--- src/rtl/uart_fifo_ring_pkg.sv ---
// ---------------------------------------------------------------------------
// uart_pkg
// Shared UART FIFO definitions.
//   uart_fifo_err_t : sticky error flags {overflow, underflow}, consumed by
//                     the UART status-register block.
//   UART_{TX,RX}_FIFO_{DEPTH,WIDTH} : default sizes of the TX/RX instances.
//   uart_fifo_lw()  : width of a level/threshold value for a given depth.
// Optional feature macro used by uart_fifo_ring: UART_FIFO_THRESH_EN.
// ---------------------------------------------------------------------------
package uart_pkg;

    typedef struct packed {
        logic overflow;
        logic underflow;
    } uart_fifo_err_t;

    localparam int UART_TX_FIFO_DEPTH = 16;
    localparam int UART_TX_FIFO_WIDTH = 8;
    localparam int UART_RX_FIFO_DEPTH = 16;
    localparam int UART_RX_FIFO_WIDTH = 8;

    // Level needs one extra bit over the index so that DEPTH itself fits.
    function automatic int uart_fifo_lw(input int depth);
        return $clog2(depth) + 1;
    endfunction

endpackage

--- src/rtl/uart_fifo_ring_if.sv ---
// ---------------------------------------------------------------------------
// uart_fifo_ring_if
// Handshake/status bundle between a UART data path and its ring FIFO.
//   master modport : the FIFO user (drives clear/push/pop/thresh/err_clr).
//   slave  modport : the FIFO itself (drives full/out_*/level/flags).
// Signals:
//   clear, push, in_data[WIDTH], pop, thresh[LW], err_clr  : user -> FIFO
//   full, out_valid, out_data[WIDTH], level[LW],
//   above_thresh, overflow, underflow                      : FIFO -> user
// DEPTH/WIDTH must match the parameters of the attached uart_fifo_ring.
// ---------------------------------------------------------------------------
interface uart_fifo_ring_if
    import uart_pkg::*;
#(
    parameter int DEPTH = UART_TX_FIFO_DEPTH,
    parameter int WIDTH = UART_TX_FIFO_WIDTH
);
    localparam int LW = uart_fifo_lw(DEPTH);

    logic             clear;
    logic             push;
    logic [WIDTH-1:0] in_data;
    logic             full;
    logic             pop;
    logic             out_valid;
    logic [WIDTH-1:0] out_data;
    logic [LW-1:0]    level;
    logic [LW-1:0]    thresh;
    logic             above_thresh;
    logic             err_clr;
    logic             overflow;
    logic             underflow;

    modport master (
        output clear, push, in_data, pop, thresh, err_clr,
        input  full, out_valid, out_data, level, above_thresh, overflow, underflow
    );

    modport slave (
        input  clear, push, in_data, pop, thresh, err_clr,
        output full, out_valid, out_data, level, above_thresh, overflow, underflow
    );

endinterface

--- src/rtl/uart_fifo_ring_mem.sv ---
// ---------------------------------------------------------------------------
// uart_fifo_mem
// DEPTH x WIDTH storage array for the UART ring FIFO: one synchronous write
// port, one asynchronous read port, contents reset to zero.
// Ports:
//   g_clk, g_resetn  : clock, synchronous active-low reset
//   wr_en, wr_addr, wr_data : write port (takes effect at the g_clk edge)
//   rd_addr, rd_data        : combinational read port
// ---------------------------------------------------------------------------
module uart_fifo_mem
    import uart_pkg::*;
#(
    parameter int DEPTH = UART_TX_FIFO_DEPTH,
    parameter int WIDTH = UART_TX_FIFO_WIDTH,
    localparam int AW = $clog2(DEPTH)
) (
    input  logic             g_clk,
    input  logic             g_resetn,
    input  logic             wr_en,
    input  logic [AW-1:0]    wr_addr,
    input  logic [WIDTH-1:0] wr_data,
    input  logic [AW-1:0]    rd_addr,
    output logic [WIDTH-1:0] rd_data
);

    logic [WIDTH-1:0] mem_q [DEPTH];
    logic [WIDTH-1:0] mem_d [DEPTH];

    always_comb begin
        mem_d = mem_q;
        if (wr_en) begin
            mem_d[wr_addr] = wr_data;
        end
    end

    // Zeroing on reset keeps out_data at 0 straight after reset, before
    // any slot has been written.
    always_ff @(posedge g_clk) begin
        if (!g_resetn) begin
            mem_q <= '{default: '0};
        end else begin
            mem_q <= mem_d;
        end
    end

    assign rd_data = mem_q[rd_addr];

endmodule

--- src/rtl/uart_fifo_ring.sv ---
// ---------------------------------------------------------------------------
// uart_fifo_ring
// Circular-buffer FIFO for the UART TX/RX paths. Read/write pointers carry
// one wrap bit above the index, so full/empty and the occupancy count come
// straight from the pointers. First-word fall-through: out_data is the head.
// Ports:
//   g_clk, g_resetn : clock, synchronous active-low reset
//   g_clk_req       : high while any state-changing input is asserted
//   fifo (slave)    : clear/push/in_data/pop/thresh/err_clr in,
//                     full/out_valid/out_data/level/above_thresh/
//                     overflow/underflow out
// Optional feature: define UART_FIFO_THRESH_EN to build the level threshold
// comparator; otherwise above_thresh is tied 0 and thresh is ignored.
// ---------------------------------------------------------------------------
module uart_fifo_ring
    import uart_pkg::*;
#(
    parameter int DEPTH = UART_TX_FIFO_DEPTH,
    parameter int WIDTH = UART_TX_FIFO_WIDTH
) (
    input  logic            g_clk,
    input  logic            g_resetn,
    output logic            g_clk_req,
    uart_fifo_ring_if.slave fifo
);

    localparam int AW = $clog2(DEPTH);
    localparam int LW = AW + 1;

    logic [LW-1:0]    wr_ptr_q, wr_ptr_d;
    logic [LW-1:0]    rd_ptr_q, rd_ptr_d;
    uart_fifo_err_t   err_q, err_d;
    logic             full;
    logic             empty;
    logic             push_acc;
    logic             pop_acc;
    logic             ovf_set;
    logic             unf_set;
    logic [WIDTH-1:0] head_data;

    assign full  = (wr_ptr_q[AW-1:0] == rd_ptr_q[AW-1:0]) &&
                   (wr_ptr_q[AW] != rd_ptr_q[AW]);
    assign empty = (wr_ptr_q == rd_ptr_q);

    // A push into a full FIFO still goes in when a pop frees the head slot
    // in the same cycle. clear wins over everything and raises no errors.
    always_comb begin
        push_acc = fifo.push && (!full || fifo.pop) && !fifo.clear;
        pop_acc  = fifo.pop && !empty && !fifo.clear;
        ovf_set  = fifo.push && full && !fifo.pop && !fifo.clear;
        unf_set  = fifo.pop && empty && !fifo.clear;
    end

    always_comb begin
        wr_ptr_d = wr_ptr_q;
        rd_ptr_d = rd_ptr_q;
        if (fifo.clear) begin
            wr_ptr_d = '0;
            rd_ptr_d = '0;
        end else begin
            if (push_acc) begin
                wr_ptr_d = wr_ptr_q + LW'(1);
            end
            if (pop_acc) begin
                rd_ptr_d = rd_ptr_q + LW'(1);
            end
        end
    end

    // Error flags are sticky; a new error in the err_clr cycle must survive.
    always_comb begin
        err_d = err_q;
        if (fifo.err_clr) begin
            err_d = '0;
        end
        if (ovf_set) begin
            err_d.overflow = 1'b1;
        end
        if (unf_set) begin
            err_d.underflow = 1'b1;
        end
    end

    always_ff @(posedge g_clk) begin
        if (!g_resetn) begin
            wr_ptr_q <= '0;
            rd_ptr_q <= '0;
            err_q    <= '0;
        end else begin
            wr_ptr_q <= wr_ptr_d;
            rd_ptr_q <= rd_ptr_d;
            err_q    <= err_d;
        end
    end

    // When full and popping, wr index equals rd index: the write lands in
    // the slot being vacated while the read still shows the old head.
    uart_fifo_mem #(
        .DEPTH (DEPTH),
        .WIDTH (WIDTH)
    ) u_mem (
        .g_clk    (g_clk),
        .g_resetn (g_resetn),
        .wr_en    (push_acc),
        .wr_addr  (wr_ptr_q[AW-1:0]),
        .wr_data  (fifo.in_data),
        .rd_addr  (rd_ptr_q[AW-1:0]),
        .rd_data  (head_data)
    );

    assign fifo.out_data  = head_data;
    assign fifo.full      = full;
    assign fifo.out_valid = !empty;
    assign fifo.level     = wr_ptr_q - rd_ptr_q;
    assign fifo.overflow  = err_q.overflow;
    assign fifo.underflow = err_q.underflow;

    assign g_clk_req = fifo.push | fifo.pop | fifo.clear | fifo.err_clr;

`ifdef UART_FIFO_THRESH_EN
    assign fifo.above_thresh = (fifo.thresh != '0) && (fifo.level >= fifo.thresh);
`else
    logic unused_thresh;
    assign unused_thresh     = ^fifo.thresh;
    assign fifo.above_thresh = 1'b0;
`endif

endmodule

--- src/flat_wrapper.sv ---
// flat-port wrapper written by rule: the top's interface ports become plain ports
module uart_fifo_ring_flat import uart_pkg::*;
#(
    parameter int DEPTH = UART_TX_FIFO_DEPTH,
    parameter int WIDTH = UART_TX_FIFO_WIDTH
)
  (g_clk, g_resetn, g_clk_req, fifo_clear, fifo_push, fifo_in_data, fifo_pop, fifo_thresh, fifo_err_clr, fifo_full, fifo_out_valid, fifo_out_data, fifo_level, fifo_above_thresh, fifo_overflow, fifo_underflow);
  uart_fifo_ring_if #(.DEPTH(DEPTH), .WIDTH(WIDTH)) fifo_i ();
  input  logic g_clk;
  input  logic g_resetn;
  output logic g_clk_req;
  input wire logic [$bits(fifo_i.clear)-1:0] fifo_clear;
  input wire logic [$bits(fifo_i.push)-1:0] fifo_push;
  input wire logic [$bits(fifo_i.in_data)-1:0] fifo_in_data;
  input wire logic [$bits(fifo_i.pop)-1:0] fifo_pop;
  input wire logic [$bits(fifo_i.thresh)-1:0] fifo_thresh;
  input wire logic [$bits(fifo_i.err_clr)-1:0] fifo_err_clr;
  output wire logic [$bits(fifo_i.full)-1:0] fifo_full;
  output wire logic [$bits(fifo_i.out_valid)-1:0] fifo_out_valid;
  output wire logic [$bits(fifo_i.out_data)-1:0] fifo_out_data;
  output wire logic [$bits(fifo_i.level)-1:0] fifo_level;
  output wire logic [$bits(fifo_i.above_thresh)-1:0] fifo_above_thresh;
  output wire logic [$bits(fifo_i.overflow)-1:0] fifo_overflow;
  output wire logic [$bits(fifo_i.underflow)-1:0] fifo_underflow;
  assign fifo_i.clear = fifo_clear;
  assign fifo_i.push = fifo_push;
  assign fifo_i.in_data = fifo_in_data;
  assign fifo_i.pop = fifo_pop;
  assign fifo_i.thresh = fifo_thresh;
  assign fifo_i.err_clr = fifo_err_clr;
  assign fifo_full = fifo_i.full;
  assign fifo_out_valid = fifo_i.out_valid;
  assign fifo_out_data = fifo_i.out_data;
  assign fifo_level = fifo_i.level;
  assign fifo_above_thresh = fifo_i.above_thresh;
  assign fifo_overflow = fifo_i.overflow;
  assign fifo_underflow = fifo_i.underflow;
  uart_fifo_ring #(.DEPTH(DEPTH), .WIDTH(WIDTH)) u_core (.g_clk(g_clk), .g_resetn(g_resetn), .g_clk_req(g_clk_req), .fifo(fifo_i));
endmodule
--- config.mk ---
export PLATFORM = sky130hd
export DESIGN_NAME = uart_fifo_ring_flat
export DESIGN_NICKNAME = d
export VERILOG_FILES = /design/src/rtl/uart_fifo_ring_pkg.sv /design/src/rtl/uart_fifo_ring_if.sv /design/src/rtl/uart_fifo_ring_mem.sv /design/src/rtl/uart_fifo_ring.sv /design/src/flat_wrapper.sv
export SDC_FILE = /design/constraint.sdc
export NUM_CORES = 1
export LEC_CHECK = 0
export ABC_AREA = 1
export CORE_UTILIZATION = 39
export DETAILED_ROUTE_END_ITERATION = 8
export REMOVE_ABC_BUFFERS = 1
export SYNTH_ARGS = -nofsm -noshare
export SYNTH_HDL_FRONTEND = slang
export SYNTH_SLANG_ARGS = --single-unit
--- constraint.sdc ---
create_clock -name g_clk -period 3.2 [get_ports g_clk]
set_clock_uncertainty 0.15 [all_clocks]
set_input_delay 0.64 -clock g_clk [delete_from_list [all_inputs] [get_ports g_clk]]
set_output_delay 0.64 -clock g_clk [all_outputs]
set_load 0.03 [all_outputs]
=== Word level (Yosys, flattened, before mapping) ===
Index checks and enable logic that the tools add are counted.

* Bits in registers: 140
* Bits of input ports: 19
* Output and inout port bits: 19
* Word-level logic and storage cells: 63

* Add/sub/neg operators: 3
* $lt $le $gt $ge: 3
* Equality and inequality tests: 3
* Muxes and demuxes: 9
* Bitwise logic cells: 6
* Reductions and logical operators: 19

{| class="wikitable"
|+ Operator list
! cell !! count
|-
| bitwise mux 128 bit || 1
|-
| binary-select mux 8 bit (select 4 bit) || 1
|-
| demux 8 bit (select 4 bit) || 1
|-
| 2-to-1 mux 8 bit || 3
|-
| logical AND 1 bit || 11
|-
| adder 5 x 1 -> 5 bit (second input constant) || 2
|-
| >= comparator 5 bit (second input constant) || 2
|-
| inverter 4 -> 5 bit || 2
|-
| equality test 5 bit || 1
|-
| < comparator 5 x 1 -> 1 bit (second input constant) || 1
|-
| subtractor 5 bit || 1
|-
| equality test 4 bit || 1
|-
| zero test 1 bit || 4
|-
| nonzero test 2 bit || 2
|-
| bitwise OR 1 bit || 3
|-
| 2-to-1 mux 1 bit || 2
|-
| 2-to-1 mux 2 bit || 1
|-
| OR reduction 2 bit || 1
|-
| logical OR 1 bit || 1
|-
| inequality test 1 bit || 1
|-
| inverter 1 bit || 1
|}

=== Depth between registers and ports, before layout ===
Gate-level depths: netlist of run 1.

* Word-level depth: 6
* Mapped depth: 12
* Gate-level depth less buffers: 9

=== Modules after synthesis ===
A second synthesis of run 1 with hierarchy kept.

* Cells, all modules: 999
* Area, all modules: 6,726.5 µm²

{| class="wikitable"
|+ Modules (own cells, without submodules)
! module !! instances !! cells an instance !! area each (µm²) !! sequential area each (µm²)
|-
| uart_fifo_mem || 1 || 876 || 5,850.6 || 2,562.5
|-
| uart_fifo_ring || 1 || 123 || 875.8 || 240.2
|}

=== Worst setup path before layout of run 1 ===
Ideal clock, no wire load.

* Path kind: reg2out
* From: register u_core.rd_ptr_q[1]
* To: output port fifo_level[3]
* Data arrival time: 1,870 ps
* Data required time: 2,410 ps
* Setup slack: 540 ps
* Stages on the path, launching flop included: 8
* Path buffers: 2
* Cells stage by stage: dfxtp_1 buf_2 clkinv_1 buf_2 ha_1 nand2_1 o21ai_0 xor2_1

* Word-level cells in the longest chain between the ends: 1

{| class="wikitable"
|+ RTL lines
! item !! RTL line !! source
|-
| start, declared || uart_fifo_ring.sv:31 || <nowiki>logic [LW-1:0] rd_ptr_q, rd_ptr_d;</nowiki>
|-
| start signal, assigned || uart_fifo_ring.sv:91 || <nowiki>rd_ptr_q <= rd_ptr_d;</nowiki>
|-
| subtractor 5 bit || uart_fifo_ring.sv:114 || <nowiki>assign fifo.level = wr_ptr_q - rd_ptr_q;</nowiki>
|-
| end, declared || flat_wrapper.sv:21 || <nowiki>output wire logic [$bits(fifo_i.level)-1:0] fifo_level;</nowiki>
|}

Every way passes these cells.

=== Worst setup path in the final report of run 1 ===
* From: register u_core.rd_ptr_q[0]
* To: output port fifo_out_data[2]

* Word-level cells in the longest chain between the ends: 4

{| class="wikitable"
|+ RTL lines
! item !! RTL line !! source
|-
| inverter 4 -> 5 bit (implied by the code) || uart_fifo_ring_mem.sv:46 || <nowiki>assign rd_data = mem_q[rd_addr];</nowiki>
|-
| binary-select mux 8 bit (select 4 bit) || uart_fifo_ring_mem.sv:46 ||
|-
| 2-to-1 mux 8 bit (implied by the code) (2 in a row) || uart_fifo_ring_mem.sv:46 ||
|-
| end, declared || flat_wrapper.sv:20 || <nowiki>output wire logic [$bits(fifo_i.out_data)-1:0] fifo_out_data;</nowiki>
|}

Every way passes these cells. The select of a mux whose other input is x is not followed.

==> impl_metrics.yaml, run 1 <==
finish:
  layout.cells.most_common_list: "sky130_fd_sc_hd__nand2_1, sky130_fd_sc_hd__inv_1, sky130_fd_sc_hd__nor2_1, sky130_fd_sc_hd__dfxtp_1, sky130_fd_sc_hd__nand4_1"
  mostFrequentLayoutCell: "sky130_fd_sc_hd__nand2_1"
  n_fill_cell: 2234
  post_route_cells_drive_above_1_share_pct: 7.34
  finalNonFillerCells: 1637
  finalNetCount: 1378
  area_delta_synth_final_pct: 12.7
  diodes: 0
  utilization_pct: 45.0
pwr:
  power_density_mw_per_mm2: 437
  static-leakage-power_uw: 0.00438
  power.ir.vdd_worst_mv: 0.314
  finalPower_uw: 4150
grt:
  grt_start_max_net_pins: 100
  overall_fraction_of_global_route_tracks_in_use_pct: 23.1
  overflow: 0
  grt_pass1_vias: 7288
  initial_antenna_violation_count: 0
  grt_first_pass_wirelength_mm: 39.4
run:
  drv_cap: 0
floorplanning:
  floorplan.die.width_um: 149
  initial_utilization_pct: 39.9
  i_o_pins: 38
  core_region_area_mm2: 0.0211
  die_y_um: 149
  num_rows: 53
  die-area_mm2: 0.0222
placed_design:
  hpwl_mm: 14.1
  globalplace.congestion: 0.825
  dp.cells: 1604
  io_buffer_count: 31
  dp_slack_ns: 0.297
yosys:
  synth_area_mm2: 0.00842
  synth_enable_flop_cells: 0
  synthesis.area_per_instance_um2: 6.19
  postSynth.asyncResetShare_pct: 0
  synthesis.instances: 1360
  ys_seq_area_share_pct: 33.3
  ys_warn_count: 0
  yosys_most_used_dff: "sky130_fd_sc_hd__dfxtp_1"
  synth_seq_cells: 140
  synth.lib_cells_used.distinct: 27
sta:
  rsz_0062_raised_after_global_routing: "no"
  remaining_max_slew_budget_at_the_tightest_pin_pct: 40.1
  report.final.setup_viol: 0
  worst_slew_pin_slew_ns: 0.898
  slew_violations: 0
  final-hold-violation-count: 0
  min_period_over_period_pct: 95.4
  fmaxAchievable_mhz: 327
  finalWorstSetupSlack_ns: 0.146
  layout_min_cycle_time_ns: 3.05
  final.hold.worst_slack_ns: 0.318
worst_setup_path:
  crit_path_required_time_ns: 2.41
  timing.critical_path.arrival_ns: 2.26
  cp-end-kind: "output port"
  cp-start-kind: "register"
  crit_fanout: 42
  worst-setup-path-type: "register to output port"
clock_tree:
  cts-buffers-inserted: 17
  cts_htree_levels: 4
  cts_hold_buf: 0
  numClockSinks: 140
  post-cts-setup-buffers: 0
  worst_setup_hold_path_clk_slew_ns: 0.06
  ctsLongestPathBuffers: 2
  clk-insertion-delay-late_ns: 0.43
  clock_tree_from_tritoncts: "done"
  clockRootBuffer: "sky130_fd_sc_hd__clkbuf_16"
detailed_routing:
  route.detailed.wl_per_inst_um: 14.9
  drc: 0
  postRouteAntennaNets: 0
  routed_wirelength_mm: 24.4
  routed_via_density: 4.89
  vias: 7997
  dr.pass1.iters: 4
  starting_drt_drc_count: 732
status:
  run_status: "finished, final reports clean"
hold_path:
  min-delay-path-class: "register to register"
-- per-stage QoR --
| stage | TNS (ns) | area [um^2] |
|---|---|---|
| 2_1_floorplan | -164.72 | 7970 |
| 3_3_place_gp | 0 | 8830 |
| 3_5_place_dp | 0 | 8830 |
| 4_1_cts | 0 | 9480 |
| 5_1_grt | 0 | 9500 |
| 6_report | 0 | 9500 |
-- state kept, by name, indices dropped and copies added, names as in the netlist --
signal / cells
u_core.fifo.overflow: 1
u_core.rd_ptr_q: 5
u_core.fifo.underflow: 1
u_core.u_mem.mem_q: 128
u_core.wr_ptr_q: 5
-- worst paths after layout --
path | start | end | slack (ns) | depth (start not counted)
worst max-delay path | u_core.rd_ptr_q[0]$_SDFFE_PP0P_ | fifo_out_data[2] | 0.15 | 8
worst max register to register | u_core.rd_ptr_q[3]$_SDFFE_PP0P_ | u_core.u_mem.mem_q[115]$_SDFFE_PN0P_ | 0.66 | 10
worst min register to register | u_core.fifo.overflow$_SDFFE_PN0P_ | u_core.fifo.overflow$_SDFFE_PN0P_ | 0.32 | 2
worst min-delay path | u_core.fifo.overflow$_SDFFE_PN0P_ | u_core.fifo.overflow$_SDFFE_PN0P_ | 0.32 | 2
-- cell families (layout without fill, tap and decap cells) --
| logic type | after synthesis | after routing | share of synthesized area, % |
|---|---|---|---|
| simple gates | 730 | 730 | 39.2 |
| buf+inv | 376 | 378 | 18.6 |
| flops | 140 | 140 | 33.3 |
| compound gates | 97 | 97 | 6.74 |
| fa+ha+maj | 10 | 10 | 1.57 |
| xor+xnor | 6 | 6 | 0.624 |
| other cells | 1 | 1 | 0.0445 |
-- per-layer routing --
layer / wire length (um) / track usage (%) / vias to the layer above
met3: 1460 / 3.73 / 37
met5: 0 / 0 / -
li1: - / - / 4178
met2: 10800 / 34.8 / 212
met1: 11600 / 33.2 / 3570
met4: 525 / 7.86 / 0
-- report_power, final --
part	internal, uW	leakage, uW	switching [uW]
combinational	92.8	0.00296	226
sequential	1750	0.00113	6.41
clock	1250	0.000285	825
total	3090	0.00438	1060
-- cell type report --
| class | instances | area, um^2 | share of cell area (%) |
|---|---|---|---|
| Tap cell | 275 | 344 | 3.62 |
| Clock buffer | 18 | 439 | 4.63 |
| Clock inverter | 14 | 169 | 1.78 |
| Sequential cell | 140 | 2810 | 29.6 |
| Timing Repair Buffer | 49 | 561 | 5.90 |
| Inverter | 297 | 1120 | 11.8 |
| Multi-Input combinational cell | 844 | 4060 | 42.7 |
-- cells in the mapped netlist (2+ instances only) --
cell type / number / share of area, %
sky130_fd_sc_hd__clkbuf_1: 28 / 1.2
sky130_fd_sc_hd__inv_1: 291 / 13
sky130_fd_sc_hd__nor2_1: 144 / 6.4
sky130_fd_sc_hd__o21ai_0: 36 / 2.1
sky130_fd_sc_hd__nand2_1: 375 / 17
sky130_fd_sc_hd__buf_2: 20 / 1.2
sky130_fd_sc_hd__inv_2: 2 / 0.089
sky130_fd_sc_hd__nor2_4: 2 / 0.27
sky130_fd_sc_hd__clkinv_1: 4 / 0.18
sky130_fd_sc_hd__nand3_4: 2 / 0.42
sky130_fd_sc_hd__buf_4: 4 / 0.36
sky130_fd_sc_hd__nor2_2: 16 / 1.2
sky130_fd_sc_hd__nand3_1: 46 / 2.7
sky130_fd_sc_hd__buf_6: 15 / 2.0
sky130_fd_sc_hd__xor2_1: 5 / 0.52
sky130_fd_sc_hd__dfxtp_1: 140 / 33
sky130_fd_sc_hd__o211ai_1: 32 / 2.9
sky130_fd_sc_hd__ha_1: 9 / 1.3
sky130_fd_sc_hd__nand4_1: 129 / 9.6
sky130_fd_sc_hd__a21oi_1: 28 / 1.7
sky130_fd_sc_hd__buf_1: 12 / 0.53
sky130_fd_sc_hd__nand3_2: 15 / 1.8
-- timing repair --
| item | in CTS | in global routing |
|---|---|---|
| resized for setup | 7 | 6 |
| gates cloned | 1 | 0 |
| endpoints found under the hold margin | 0 | 0 |
| setup endpoints to repair | 8 | 7 |
-- critical path, cell delays in order, from the launching register on --
cell,delay [ns]
sky130_fd_sc_hd__dfxtp_4,0.41
sky130_fd_sc_hd__bufbuf_16,0.38
sky130_fd_sc_hd__o21ai_0,0.11
sky130_fd_sc_hd__o21ai_0,0.16
sky130_fd_sc_hd__nand2_1,0.11
sky130_fd_sc_hd__nand2_1,0.11
sky130_fd_sc_hd__inv_1,0.05
sky130_fd_sc_hd__nand2_1,0.09
sky130_fd_sc_hd__dlygate4sd2_1,0.40
No activity file was read; power rests on OpenSTA's default activity.
==> inputs of run 2 (changes only) <==
ABC_AREA = 0   (was 1)
==> impl_metrics.yaml, run 2 <==
yosys:
  synth_area_mm2: 0.00655
  synth_fa_ha_area_share_pct: 2.03
  synth.largest_area_cell: "sky130_fd_sc_hd__dfxtp_1"
  synth_top_family_by_area: "compound AO/OA/AOI/OAI gates"
  yosys_most_used_dff: "sky130_fd_sc_hd__dfxtp_1"
  synth.area.mux_share_pct: 12.2
  synth_enable_flop_cells: 0
  synthesis.area_per_instance_um2: 10.4
  synth_seq_cells: 140
  synth_xor_xnor_area_share_pct: 1.45
  netlist.area_leader.share_pct: 42.8
  synth-compound-area-share_pct: 20.4
  synthesis.instances: 632
  yosysMostFrequentCell: "sky130_fd_sc_hd__dfxtp_1"
  post_synth_and_or_nand_nor_area_fraction_pct: 13.7
  synth_commonest_cells: "sky130_fd_sc_hd__dfxtp_1, sky130_fd_sc_hd__o21ai_0, sky130_fd_sc_hd__nand3_1"
  postSynth.asyncResetShare_pct: 0
  ys_seq_area_share_pct: 42.8
  synth.lib_cells_used.distinct: 41
  synthTopCellsByArea: "sky130_fd_sc_hd__dfxtp_1, sky130_fd_sc_hd__o21ai_0, sky130_fd_sc_hd__nand3_1"
  ys_warn_count: 0
grt:
  grt_first_pass_wirelength_mm: 24.3
  overflow: 0
  initial_antenna_violation_count: 0
  grt_start_max_net_pins: 58
  grt_pass1_vias: 4715
  overall_fraction_of_global_route_tracks_in_use_pct: 17.6
detailed_routing:
  wl_met2_mm: 7.00
  postRouteAntennaNets: 0
  top_layer: "met4"
  vias: 4801
  starting_drt_drc_count: 359
  drc: 0
  routed-wl-met3_um: 383
  routed_wirelength_mm: 14.5
  met1Wirelength_mm: 6.92
  dr.pass1.iters: 5
  routed_via_density: 5.56
  route.detailed.wl_per_inst_um: 16.8
sta:
  rsz_0062_raised_after_global_routing: "no"
  worst_slew_pin_slew_ns: 0.751
  final-hold-violation-count: 0
  slew_violations: 0
  final.hold.worst_slack_ns: 0.319
  fmaxAchievable_mhz: 320
  remaining_max_slew_budget_at_the_tightest_pin_pct: 49.8
  report.final.setup_viol: 0
  tns_ns: 0
  layout_min_cycle_time_ns: 3.13
  min_period_over_period_pct: 97.8
  finalWorstSetupSlack_ns: 0.0706
clock_tree:
  cts_htree_levels: 4
  cts_hold_buf: 0
  cts-buffers-inserted: 17
  ctsLongestPathBuffers: 2
  worst_setup_hold_path_clk_slew_ns: 0.06
  clk-insertion-delay-late_ns: 0.41
  numClockSinks: 140
  clockRootBuffer: "sky130_fd_sc_hd__clkbuf_16"
  clock_tree_from_tritoncts: "done"
  post_cts.resized_instances: 2
  post-cts-setup-buffers: 0
pwr:
  power_density_mw_per_mm2: 515
  power.ir.vdd_worst_mv: 0.459
  p_int_uw: 2940
  seq_power_share_pct: 46.4
  switching_power_as_a_share_of_total_power_pct: 22.3
  switchingPower_uw: 845
  power.combinational.fraction_pct: 4.6
  share_clk_of_total_power_pct: 49.0
  static-leakage-power_uw: 0.00241
  finalPower_uw: 3790
floorplanning:
  core_region_area_mm2: 0.0161
  i_o_pins: 38
  die-area_mm2: 0.0173
  die_y_um: 132
  initial_utilization_pct: 40.6
  num_rows: 46
  floorplan.die.width_um: 132
finish:
  utilization_pct: 45.6
  mostFrequentLayoutCell: "sky130_fd_sc_hd__o21ai_0"
  area_delta_synth_final_pct: 12.3
  diodes: 0
  finalNetCount: 666
  layout.cells.most_common_list: "sky130_fd_sc_hd__o21ai_0, sky130_fd_sc_hd__dfxtp_1, sky130_fd_sc_hd__nand3_1, sky130_fd_sc_hd__mux2i_1, sky130_fd_sc_hd__mux4_2"
  n_fill_cell: 1510
  post_route_cells_drive_above_1_share_pct: 16.4
  top_regs: "u_core.u_mem.mem_q (128), u_core.rd_ptr_q (5), u_core.wr_ptr_q (5)"
  regMostFlops: "u_core.u_mem.mem_q"
  largest_reg_flops: 128
worst_setup_path:
  timing.critical_path.arrival_ns: 2.34
  crit_path_required_time_ns: 2.41
  startpoint: "u_core.rd_ptr_q[0]$_SDFFE_PP0P_"
  reg2reg_to: "u_core.wr_ptr_q[4]$_SDFFE_PP0P_"
  cp-end-kind: "output port"
  reg2regPathDepth: 7
  r2r_start: "u_core.rd_ptr_q[2]$_SDFFE_PP0P_"
  crit_fanout: 9
  worst-setup-path-type: "register to output port"
  cp-start-kind: "register"
  timing.reg2reg.setup_slack_ns: 0.65
status:
  run_status: "finished, final reports clean"
placed_design:
  globalplace.congestion: 0.754
  io_buffer_count: 31
  hpwl_mm: 9.96
  dp_slack_ns: 0.228
run:
  drv_cap: 0
hold_path:
  min_delay_endpoint: "u_core.u_mem.mem_q[104]$_SDFFE_PN0P_"
  worst_hold_path.num_cells: 2
  min-delay-path-class: "register to register"
  min_from: "u_core.u_mem.mem_q[104]$_SDFFE_PN0P_"
==> run 2: power groups by stage <==
stage | Clock, uW | Sequential (uW) | Combinational, uW
floorplan | 0 | 1790 | 77.0
global placement | 0 | 1790 | 172
detailed placement | 0 | 1790 | 175
CTS | 1890 | 1760 | 176
global route | 1970 | 1760 | 190
finish | 1850 | 1760 | 176
==> run 2: metrics by stage <==
step,std cells,cell area (um^2)
after floorplan,574,6100
after global placement,834,6780
after detailed placement,834,6780
after CTS,864,7340
after global routing,864,7350
final,864,7350
==> run 2: logic make-up (layout without fill, tap and decap cells) <==
kind of cell	count (synthesis)	in the layout
multiplexers	50	50
AO/OA/AOI/OAI	184	184
AND/OR/NAND/NOR	169	169
other	1	1
adder cells (fa/ha/maj)	10	10
flip-flops	140	140
buffers and inverters	68	84
XOR/XNOR	10	10
==> run 2: worst max-delay path by stage <==
stage,endpoint,slack (ns),cells after the start
5_1_grt,fifo_out_data[1],0.008,7
4_1_cts,fifo_out_data[1],0.07,7
6_report,fifo_out_data[1],0.07,7
3_3_place_gp,g_clk_req,0.22,3
2_1_floorplan,fifo_full,-0.63,4
3_5_place_dp,g_clk_req,0.23,3
==> run 2: per-layer routing <==
metal | track usage (%) | up-vias
li1 | - | 2367
met1 | 22.8 | 2343
met2 | 28.6 | 78
met3 | 3.13 | 13
met4 | 7.24 | 0
met5 | 0 | -
==> run 2: worst max-delay path: stages (launching register included) <==
cell	delay [ns]
sky130_fd_sc_hd__dfxtp_2	0.43
sky130_fd_sc_hd__buf_4	0.26
sky130_fd_sc_hd__nor2b_1	0.07
sky130_fd_sc_hd__buf_4	0.17
sky130_fd_sc_hd__a22oi_1	0.31
sky130_fd_sc_hd__mux2i_1	0.11
sky130_fd_sc_hd__o21ai_0	0.33
sky130_fd_sc_hd__buf_4	0.24
==> run 2: layout make-up <==
| cell class | count | area [um^2] | area share, % |
|---|---|---|---|
| inverter | 10 | 37.5 | 0.511 |
| clock inverter | 11 | 123 | 1.67 |
| sequential | 140 | 2810 | 38.2 |
| clock buffer | 19 | 433 | 5.89 |
| multi-input combinational | 424 | 3270 | 44.6 |
| tap | 216 | 270 | 3.68 |
| timing repair buffer | 44 | 404 | 5.50 |
==> inputs of run 3 (changes only) <==
CTS_CLUSTER_SIZE = 10   (was unset)
SETUP_SLACK_MARGIN = 0.15   (was unset)
clock period = 3.95 ns   (was 3.2 ns; I/O delays follow)
==> impl_metrics.yaml, run 3 (synthesized netlist as in run 2, its figures left out) <==
sta:
  finalWorstSetupSlack_ns: 0.280
  report.final.setup_viol: 0
  remaining_max_slew_budget_at_the_tightest_pin_pct: 50.8
  rsz_0062_raised_after_global_routing: "no"
  min_period_over_period_pct: 92.9
  slew_violations: 0
  fmaxAchievable_mhz: 272
  layout_min_cycle_time_ns: 3.67
  final-hold-violation-count: 0
  worst_slew_pin_slew_ns: 0.736
clock_tree:
  clock_tree_from_tritoncts: "done"
  clk-insertion-delay-late_ns: 0.42
  cts_hold_buf: 0
  worst_setup_hold_path_clk_slew_ns: 0.06
  clockRootBuffer: "sky130_fd_sc_hd__clkbuf_16"
  cts-buffers-inserted: 17
  post-cts-setup-buffers: 0
  ctsLongestPathBuffers: 2
  cts_htree_levels: 4
  numClockSinks: 140
floorplanning:
  i_o_pins: 38
  num_rows: 46
  core_region_area_mm2: 0.0161
  initial_utilization_pct: 40.6
  die-area_mm2: 0.0173
  die_y_um: 132
  floorplan.die.width_um: 132
pwr:
  finalPower_uw: 3110
  static-leakage-power_uw: 0.00236
  power.ir.vdd_worst_mv: 0.352
  power_density_mw_per_mm2: 422
grt:
  overall_fraction_of_global_route_tracks_in_use_pct: 17.8
  grt_start_max_net_pins: 90
  overflow: 0
  grt_pass1_vias: 4668
  grt_first_pass_wirelength_mm: 24.5
  initial_antenna_violation_count: 0
finish:
  diodes: 0
  layout.cells.most_common_list: "sky130_fd_sc_hd__o21ai_0, sky130_fd_sc_hd__dfxtp_1, sky130_fd_sc_hd__nand3_1, sky130_fd_sc_hd__clkdlybuf4s50_1, sky130_fd_sc_hd__mux2i_1"
  finalNetCount: 663
  top_regs: "u_core.u_mem.mem_q (128), u_core.rd_ptr_q (5), u_core.wr_ptr_q (5)"
  mostFrequentLayoutCell: "sky130_fd_sc_hd__o21ai_0"
  regMostFlops: "u_core.u_mem.mem_q"
  largest_reg_flops: 128
  post_route_cells_drive_above_1_share_pct: 14.4
  finalNonFillerCells: 863
  area_delta_synth_final_pct: 12.7
worst_setup_path:
  startpoint: "u_core.rd_ptr_q[0]$_SDFFE_PP0P_"
  critical-path-max-stage-delay_ns: 0.63
  crit_fanout: 24
  slowest_stage: "sky130_fd_sc_hd__clkdlybuf4s50_1"
  worst-setup-path-type: "register to output port"
  r2r_start: "u_core.rd_ptr_q[2]$_SDFFE_PP0P_"
  cp-start-kind: "register"
  crit_buf_inv: 2
  cp-end-kind: "output port"
  crit_path_required_time_ns: 3.01
  cpLargestDelayFamily: "buffers and inverters"
  critical_path.cell_chain: "buf_12 -> mux4_2 -> a32oi_1 -> o21ai_0 -> clkdlybuf4s50_1"
  timing.critical_path.arrival_ns: 2.73
placed_design:
  io_buffer_count: 31
  hpwl_mm: 9.98
  dp.cells: 831
  dp_slack_ns: 0.532
  globalplace.congestion: 0.722
status:
  run_status: "finished, final reports clean"
detailed_routing:
  dr.pass1.iters: 4
  routed_wirelength_mm: 14.6
  met1Wirelength_mm: 6.85
  postRouteAntennaNets: 0
  wl_met2_mm: 7.17
  routed-wl-met3_um: 460
  top_layer: "met4"
  route.detailed.wl_per_inst_um: 16.9
  drc: 0
  starting_drt_drc_count: 337
  routed_via_density: 5.62
  vias: 4849
hold_path:
  min_from: "u_core.u_mem.mem_q[76]$_SDFFE_PN0P_"
  min-delay-path-class: "register to register"
run:
  drv_cap: 0
==> run 3: repair_timing <==
action	in CTS	in global routing
resized for setup	0	1
hold endpoints to repair	0	0
setup endpoints to repair	0	6
==> run 3: where the power goes <==
part	switching, uW	total [uW]	internal, uW
logic	98.3	141	43.1
registers	3.34	1420	1420
clock network	615	1550	934
==> run 3: worst paths after layout <==
| path | slack (ns) | cells after the start | end |
|---|---|---|---|
| setup reg to reg | 1.29 | 7 | u_core.u_mem.mem_q[29]$_SDFFE_PN0P_ |
| setup / recovery | 0.28 | 5 | fifo_out_data[7] |
| hold / removal | 0.32 | 2 | u_core.u_mem.mem_q[76]$_SDFFE_PN0P_ |
| hold reg to reg | 0.32 | 2 | u_core.u_mem.mem_q[76]$_SDFFE_PN0P_ |
==> run 3: final cells by class <==
type,instances,area (um^2)
flip-flops and latches,140,2810
inverters,10,37.5
multi-input cells,424,3270
clock inverters,13,140
clock buffers,19,433
fillers,1513,8740
repair buffers,41,415
well taps,216,270
==> run 3: metal layers <==
layer,global-route usage (%),up-vias
met5,0,-
met3,4.13,13
met1,23.1,2404
met2,29.3,74
met4,5.17,0
li1,-,2358
==> run 3: worst min-delay path: stages, from the launching register on <==
cell,delay [ns]
sky130_fd_sc_hd__dfxtp_1,0.32
sky130_fd_sc_hd__nand3_1,0.06
sky130_fd_sc_hd__o21ai_0,0.06
==> run 3: metrics by stage <==
| step | setup TNS (ns) | utilization (%) | hold WS (ns) | area [um^2] |
|---|---|---|---|---|
| 6_report | 0 | 45.8 | 0.319 | 7380 |
| 5_1_grt | 0 | 45.8 | 0.345 | 7380 |
| 4_1_cts | 0 | 45.8 | 0.320 | 7380 |
| 3_5_place_dp | 0 | 42.2 | 0.306 | 6800 |
| 3_3_place_gp | 0 | 42.2 | 0.296 | 6800 |
| 2_1_floorplan | -0.0314 | - | 0.288 | 6100 |
